File: src/rtl/mod_updown_counter_pkg.sv
// Shared definitions for the modulo-N up/down counter and its prescaler.
package mod_updown_counter_pkg;

    // Count direction as seen on the 'up' input.
    typedef enum logic {
        DIR_DOWN = 1'b0,
        DIR_UP   = 1'b1
    } dir_e;

    // Register width needed to hold 0..n-1, never less than one bit.
    function automatic int cnt_width(input int n);
        int w;
        w = $clog2(n);
        return (w < 1) ? 1 : w;
    endfunction

    // Counter parameters are consistent: reset value inside the range,
    // modulus at least 2 and representable in the chosen width.
    function automatic bit counter_params_ok(input int width, input int modulus, input int rst_val);
        return (width >= 1) && (width <= 16) &&
               (modulus >= 2) && (modulus <= (2 ** width)) &&
               (rst_val >= 0) && (rst_val < modulus);
    endfunction

    // Prescale ratio lies in the supported range.
    function automatic bit prescale_ok(input int prescale);
        return (prescale >= 1) && (prescale <= 65536);
    endfunction

endpackage

File: src/rtl/mod_updown_counter_en_prescaler.sv
// Clock-enable divider: tick_o fires on every PRESCALE-th enabled cycle.
// The phase holds while en_i is low and restarts from zero on clr_i.
module en_prescaler
    import mod_updown_counter_pkg::*;
#(
    parameter int PRESCALE = 1
) (
    input  logic clk,
    input  logic reset,
    input  logic clr_i,
    input  logic en_i,
    output logic tick_o
);

    localparam int            PW   = cnt_width(PRESCALE);
    localparam logic [PW-1:0] LAST = PW'(PRESCALE - 1);

    logic [PW-1:0] cnt_reg;

    if (!prescale_ok(PRESCALE)) begin : g_bad_prescale
        $error("en_prescaler: PRESCALE=%0d outside 1..65536", PRESCALE);
    end

    // With PRESCALE==1, LAST is 0 so the phase stays at 0 and tick_o follows en_i.
    assign tick_o = en_i && (cnt_reg == LAST);

    // Phase counter: cleared by reset/clr, advances only on enabled cycles, wraps on tick.
    always_ff @(posedge clk) begin
        if (!reset) begin
            cnt_reg <= '0;
        end else if (clr_i) begin
            cnt_reg <= '0;
        end else if (en_i) begin
            cnt_reg <= (cnt_reg == LAST) ? '0 : cnt_reg + 1'b1;
        end
    end

endmodule

File: src/rtl/mod_updown_counter.sv
// Modulo-N up/down counter with clear, parallel load, prescaled enable,
// terminal-count output and registered wrap / illegal-load strobes.
module mod_updown_counter
    import mod_updown_counter_pkg::*;
#(
    parameter int WIDTH    = 4,
    parameter int MODULUS  = 16,
    parameter int PRESCALE = 1,
    parameter int RST_VAL  = 0
) (
    input  logic             clk,
    input  logic             reset,
    input  logic             clr,
    input  logic             load,
    input  logic [WIDTH-1:0] din,
    input  logic             en,
    input  logic             up,
    output logic [WIDTH-1:0] Q,
    output logic             tc_o,
    output logic             wrap_o,
    output logic             load_err
);

    localparam logic [WIDTH-1:0] Q_MAX   = WIDTH'(MODULUS - 1);
    localparam logic [WIDTH-1:0] RST_Q   = WIDTH'(RST_VAL);
    localparam logic [WIDTH:0]   MOD_EXT = (WIDTH + 1)'(MODULUS);

    logic [WIDTH-1:0] q_reg, q_next;
    logic             wrap_reg, wrap_next;
    logic             err_reg, err_next;
    logic             tick;
    logic             pre_clr;
    dir_e             dir;

    if (!counter_params_ok(WIDTH, MODULUS, RST_VAL)) begin : g_bad_params
        $error("mod_updown_counter: illegal WIDTH=%0d MODULUS=%0d RST_VAL=%0d",
               WIDTH, MODULUS, RST_VAL);
    end

    // A load restarts the prescale period just like a clear does.
    assign pre_clr = clr | load;
    assign dir     = dir_e'(up);

    en_prescaler #(
        .PRESCALE (PRESCALE)
    ) u_prescaler (
        .clk    (clk),
        .reset  (reset),
        .clr_i  (pre_clr),
        .en_i   (en),
        .tick_o (tick)
    );

    // Next-state: clr beats load beats count; out-of-range loads saturate to MODULUS-1.
    always_comb begin
        q_next    = q_reg;
        wrap_next = 1'b0;
        err_next  = 1'b0;
        if (clr) begin
            q_next = RST_Q;
        end else if (load) begin
            if ({1'b0, din} >= MOD_EXT) begin
                q_next   = Q_MAX;
                err_next = 1'b1;
            end else begin
                q_next = din;
            end
        end else if (tick) begin
            if (dir == DIR_UP) begin
                if (q_reg == Q_MAX) begin
                    q_next    = '0;
                    wrap_next = 1'b1;
                end else begin
                    q_next = q_reg + 1'b1;
                end
            end else begin
                if (q_reg == '0) begin
                    q_next    = Q_MAX;
                    wrap_next = 1'b1;
                end else begin
                    q_next = q_reg - 1'b1;
                end
            end
        end
    end

    // State registers with synchronous active-low reset.
    always_ff @(posedge clk) begin
        if (!reset) begin
            q_reg    <= RST_Q;
            wrap_reg <= 1'b0;
            err_reg  <= 1'b0;
        end else begin
            q_reg    <= q_next;
            wrap_reg <= wrap_next;
            err_reg  <= err_next;
        end
    end

    // Terminal count is combinational so a cascade can look ahead without latency.
    assign tc_o     = en && ((dir == DIR_UP) ? (q_reg == Q_MAX) : (q_reg == '0));
    assign Q        = q_reg;
    assign wrap_o   = wrap_reg;
    assign load_err = err_reg;

endmodule

File: config.mk
export PLATFORM = sky130hd
export DESIGN_NAME = mod_updown_counter
export DESIGN_NICKNAME = d
export VERILOG_FILES = /design/src/rtl/mod_updown_counter_pkg.sv /design/src/rtl/mod_updown_counter_en_prescaler.sv /design/src/rtl/mod_updown_counter.sv
export SDC_FILE = /design/constraint.sdc
export NUM_CORES = 1
export LEC_CHECK = 0
export BUFFER_PORTS_ARGS = -buffer_cell sky130_fd_sc_hd__buf_4
export CAP_MARGIN = 15
export CORE_AREA = 3 3 40 42
export CTS_CLUSTER_DIAMETER = 120
export CTS_CLUSTER_SIZE = 8
export DETAILED_ROUTE_END_ITERATION = 7
export DIE_AREA = 0 0 43 45
export SLEW_MARGIN = 40
export SYNTH_ARGS = -nofsm -noshare
export SYNTH_HDL_FRONTEND = slang
export SYNTH_SLANG_ARGS = --single-unit
File: constraint.sdc
create_clock -name clk -period 2.3 [get_ports clk]
set_clock_uncertainty 0.15 [all_clocks]
set_input_delay 0.23 -clock clk [delete_from_list [all_inputs] [get_ports clk]]
set_output_delay 0.23 -clock clk [all_outputs]
set_load 0.1 [all_outputs]
==> out/metrics.yaml, run 1 <==
sta:
  setup_viol: 0
  rsz0062_at_grt: "false"
  finalCritPeriodShare: 0.962
  slew_viol_final: 0
  fmax_ghz: 0.452
  setup_slack_ps: 88.0
  period_needed_ps: 2210
  fin_setup_tns_ps: 0
  finalHoldViolCount: 0
critical_path:
  path_max_fanout: 7
  cpMaxStageDelayCell: "or4b_4"
  critPathBufInv: 2
  cp-end-kind: "output pin"
  critical_path.top_delay_family: "simple AND/OR/NAND/NOR gates"
  worstPathRequired_ps: 1920
  start_kind: "flop"
  slowest_delay_ps: 510
  arrival_ps: 1830
  worstSetupPathType: "flop to output pin"
  worstPathCellList: "inv_1 -> ha_1 -> or4b_4 -> a21oi_4 -> buf_4"
logic_synthesis:
  yosys_register_bits: 5
  synth.distinct_cells: 26
  yosysSeqAreaShare: 0.248
  synth_edf_count: 0
  async_flop_share: 0
  synthesis.instances: 51
  synth_most_common_cell: "inv_1"
  post-synth-top-area-cell: "dfxtp_1"
  synth_common_cells: "inv_1, dfxtp_1, a21oi_1, nor2_1"
  synthTopCellsByArea: "dfxtp_1, ha_1, inv_1, a21oi_1, mux2i_1"
  ys.flop_type: "dfxtp_1"
  syn_area_sq_um: 403
  avgSynthCellArea_sq_um: 7.90
  synth_top_area_frac: 0.248
  synth_nets: 63
  yosys_warnings: 0
flow_run:
  max_cap_viol_count: 0
grt:
  grt_pass1_vias: 334
  grt_start_max_net_pins: 11
  grt_remaining_overflow: 0
  grt_pass1_wl_mm: 1.37
  antenna_found_initial: 0
  grt_use_total: 0.0983
detailed_routing:
  routed_wl_microns: 960
  vias: 408
  drcViolationCount: 0
  wl_per_cell_microns: 11.9
  ant_nets: 0
  vias_per_cell: 5.04
  drt-initial-drc-count: 3
  firstDrtPassIters: 2
min_path:
  min_path_type: "primary input to flop"
clock_network:
  hold_buffers: 0
  cts_buffers: 3
  clockBufferDepth: 2
  clock-sinks: 5
  path_clk_slew_ps: 40
  clk_latency_ps: 240
  htreeDepth: 1
  post_cts_buffers: 0
  cts_tree: "built"
  clockRootBuffer: "clkbuf_4"
  cts_resized: 0
cells_and_area:
  layout-drive-gt1-share: 0.394
  n_antenna_cell: 0
  utilization: 0.426
  syn_to_final_growth_pct: 36.0
  nNetsFinal: 79
floorplanning:
  ios: 17
  initial_core_util: 0.314
  core_area_sq_mm: 0.00128
  die_h_microns: 45
  row_count: 13
  fp.dieArea_sq_mm: 0.00194
  fp.dieW_microns: 43
place:
  gp_congestion: 0.796
  dp_slack_ps: 360
  port_buffers: 15
  hpwl_microns: 719
outcome:
  status: "finished, final reports clean"
power:
  peakVddDrop_mv: 0.289
  power_density_mw_per_mm2: 565
  p_leak_uw: 0.000233
-- layout make-up --
| type | instances | area [sq um] |
|---|---|---|
| timing repair buffer | 15 | 113 |
| clock buffer | 4 | 26.3 |
| fill | 136 | 737 |
| multi-input combinational | 36 | 263 |
| tap | 15 | 18.8 |
| sequential | 5 | 105 |
| inverter | 6 | 22.5 |
-- where the power goes --
part	internal (uW)	switching (uW)	total, uW
Clock	65.6	36.6	102
Combinational	35.5	72.1	108
Sequential	91.9	8.03	99.9
-- registers in the layout, indices dropped and copies added (netlist names) --
name	cells
wrap_o	1
Q	4
-- cell usage in the layout (no fill, tap or decap), types with 2 or more instances in the layout --
cell type / instances
buf_4: 15
inv_1: 6
dfxtp_2: 4
nor2_1: 4
a21oi_1: 3
o21ai_0: 3
nor3_1: 3
clkbuf_4: 3
nand4_1: 2
mux2i_1: 2
xnor2_1: 2
a211oi_1: 2
ha_1: 2
-- final timing paths --
| kind | from | to | slack, ps | cells after the start |
|---|---|---|---|---|
| worst min-delay path | load | wrap_o | 40 | 2 |
| worst max-delay path | Q[0] | tc_o | 90 | 5 |
| worst max register to register | Q[0] | wrap_o | 600 | 4 |
| worst min register to register | Q[1] | Q[1] | 450 | 2 |
-- cell families after synthesis --
kind of cell | count (synthesis) | share of synthesized area
flip-flops | 5 | 0.248
XOR/XNOR | 3 | 0.0652
AO/OA/AOI/OAI | 13 | 0.217
buffers and inverters | 10 | 0.127
AND/OR/NAND/NOR | 15 | 0.220
multiplexers | 2 | 0.0497
other | 1 | 0.00931
adder cells (fa/ha/maj) | 2 | 0.0621
-- stage by stage --
step / cell area [sq um] / hold slack, ps / total power, uW / cells
after floorplan: 419 / 149 / 184 / 51
after global placement: 522 / 288 / 209 / 77
after detailed placement: 522 / 290 / 208 / 77
after CTS: 548 / 30.7 / 315 / 81
after global routing: 548 / 32.3 / 329 / 81
final: 548 / 41.3 / 310 / 81
-- layer usage --
metal / share of wire / global-route usage
met5: 0 / 0
met4: 0 / 0.0181
met2: 0.48 / 0.153
met1: 0.45 / 0.118
met3: 0.061 / 0.0598
No activity file was read; power rests on OpenSTA's default activity.
==> run 2: changes to the inputs <==
CELL_PAD_IN_SITES_DETAIL_PLACEMENT = 1   (was default)
CELL_PAD_IN_SITES_GLOBAL_PLACEMENT = 2   (was default)
CORE_AREA = 3 3 43 45   (was 3 3 40 42)
CTS_BUF_LIST = sky130_fd_sc_hd__clkbuf_4 sky130_fd_sc_hd__clkbuf_8   (was default)
DIE_AREA = 0 0 46 48   (was 0 0 43 45)
PLACE_DENSITY_LB_ADDON = 0.1   (was default)
SKIP_CTS_REPAIR_TIMING = 1   (was default)
==> run 2 against run 1 <==
  * Routed wire length rose by 17%
  * Critical path depth unchanged
  * Worst hold slack gained 8.4 ps
  * Count of clock-buffer cells in the layout did not move
  * Highest routed layer unchanged
==> out/metrics.yaml, run 2 (same netlist as run 1, synthesis figures left out) <==
floorplanning:
  fp.dieW_microns: 46
  fp.dieArea_sq_mm: 0.00221
  core_area_sq_mm: 0.00151
  initial_core_util: 0.267
  die_h_microns: 48
  ios: 17
  row_count: 14
power:
  p_leak_uw: 0.000237
  power_density_mw_per_mm2: 586
  peakVddDrop_mv: 0.211
clock_network:
  cts_buffers: 3
  clk_latency_ps: 240
  htreeDepth: 1
  path_clk_slew_ps: 50
  clock-sinks: 5
  clockRootBuffer: "clkbuf_4"
  clockBufferDepth: 2
  cts_tree: "built"
critical_path:
  worstSetupPathType: "flop to output pin"
  path_max_fanout: 7
  arrival_ps: 1810
  cp-end-kind: "output pin"
  r2r_cells: 4
  rr_endpoint: "wrap_o"
  ff2ff_setup_slack_ps: 560
  rr_startpoint: "Q[0]"
  start_kind: "flop"
  worstPathRequired_ps: 1920
detailed_routing:
  drcViolationCount: 0
  routed_wl_mm: 1.12
  vias_per_cell: 5.04
  firstDrtPassIters: 2
  vias: 413
  wl_per_cell_microns: 13.7
  drt-initial-drc-count: 3
  ant_nets: 0
grt:
  grt.busiest_layer: "met2"
  antenna_found_initial: 0
  met1_usage: 0.152
  grt_remaining_overflow: 0
  grt_util_met2: 0.165
  gr-usage-met3: 0.0451
  grt_start_max_net_pins: 11
  grt_pass1_vias: 379
  grt_pass1_wl_mm: 1.73
  grt_use_total: 0.113
sta:
  setup_slack_ps: 112
  rsz0062_at_grt: "false"
  fin_setup_tns_ps: 0
  slew_viol_final: 0
  fmax_ghz: 0.457
  setup_viol: 0
  period_needed_ps: 2190
  finalHoldViolCount: 0
  finalCritPeriodShare: 0.951
place:
  dp_slack_ps: 373
  gp_congestion: 0.705
  hpwl_microns: 868
  port_buffers: 15
cells_and_area:
  syn_to_final_growth_pct: 37.3
  largest_reg_flops: 4
  layout-drive-gt1-share: 0.409
  layout_common_cells: "buf_4, inv_1, dfxtp_2, nor2_1, clkbuf_4"
  n_antenna_cell: 0
  utilization: 0.367
  nNetsFinal: 79
  final_common_cell: "buf_4"
min_path:
  min_path_type: "primary input to flop"
  whs_path_depth: 2
  hp-start: "load"
  hold_end: "wrap_o"
flow_run:
  max_cap_viol_count: 0
outcome:
  status: "finished, final reports clean"
run 2: changes by cell type in the layout (fill, tap and decap cells not counted):
cell      change
clkbuf_4      +1
clkbuf_1      -1
run 2: area by class of cell:
| type | count | area, sq um |
|---|---|---|
| clock buffers | 4 | 30.0 |
| well taps | 16 | 20.0 |
| flip-flops and latches | 5 | 105 |
| repair buffers | 15 | 113 |
| inverters | 6 | 22.5 |
| multi-input cells | 36 | 263 |
| fillers | 196 | 953 |
run 2: stage by stage:
stage,std cells,area [sq um],power (uW),hold slack [ps]
2_1_floorplan,51,419,184,149
3_3_place_gp,78,523,211,311
3_5_place_dp,78,523,210,306
4_1_cts,82,553,332,40.7
5_1_grt,82,553,343,45.3
6_report,82,553,324,49.6
run 2: worst max-delay path: stages, from the launching register on:
cell and delay (ps):
dfxtp_2 350, inv_1 90, ha_1 160, or4b_4 510, a21oi_4 150, buf_4 290
run 2: worst max-delay path by stage:
stage	start	to
floorplan	Q[0]	tc_o
CTS	Q[0]	tc_o
global route	Q[0]	tc_o
global placement	Q[0]	tc_o
finish	Q[0]	tc_o
detailed placement	Q[0]	tc_o
run 2: layer usage:
layer / routed length [microns] / vias to the layer above
met4: 0 / 0
met2: 471 / 16
li1: - / 211
met5: 0 / -
met1: 584 / 186
met3: 66 / 0
run 2: report_power, final:
group	total [uW]	switching [uW]	internal, uW
clock network	115	37.8	77.5
logic	109	73.2	35.5
registers	100	8.50	91.8
total	324	119	205
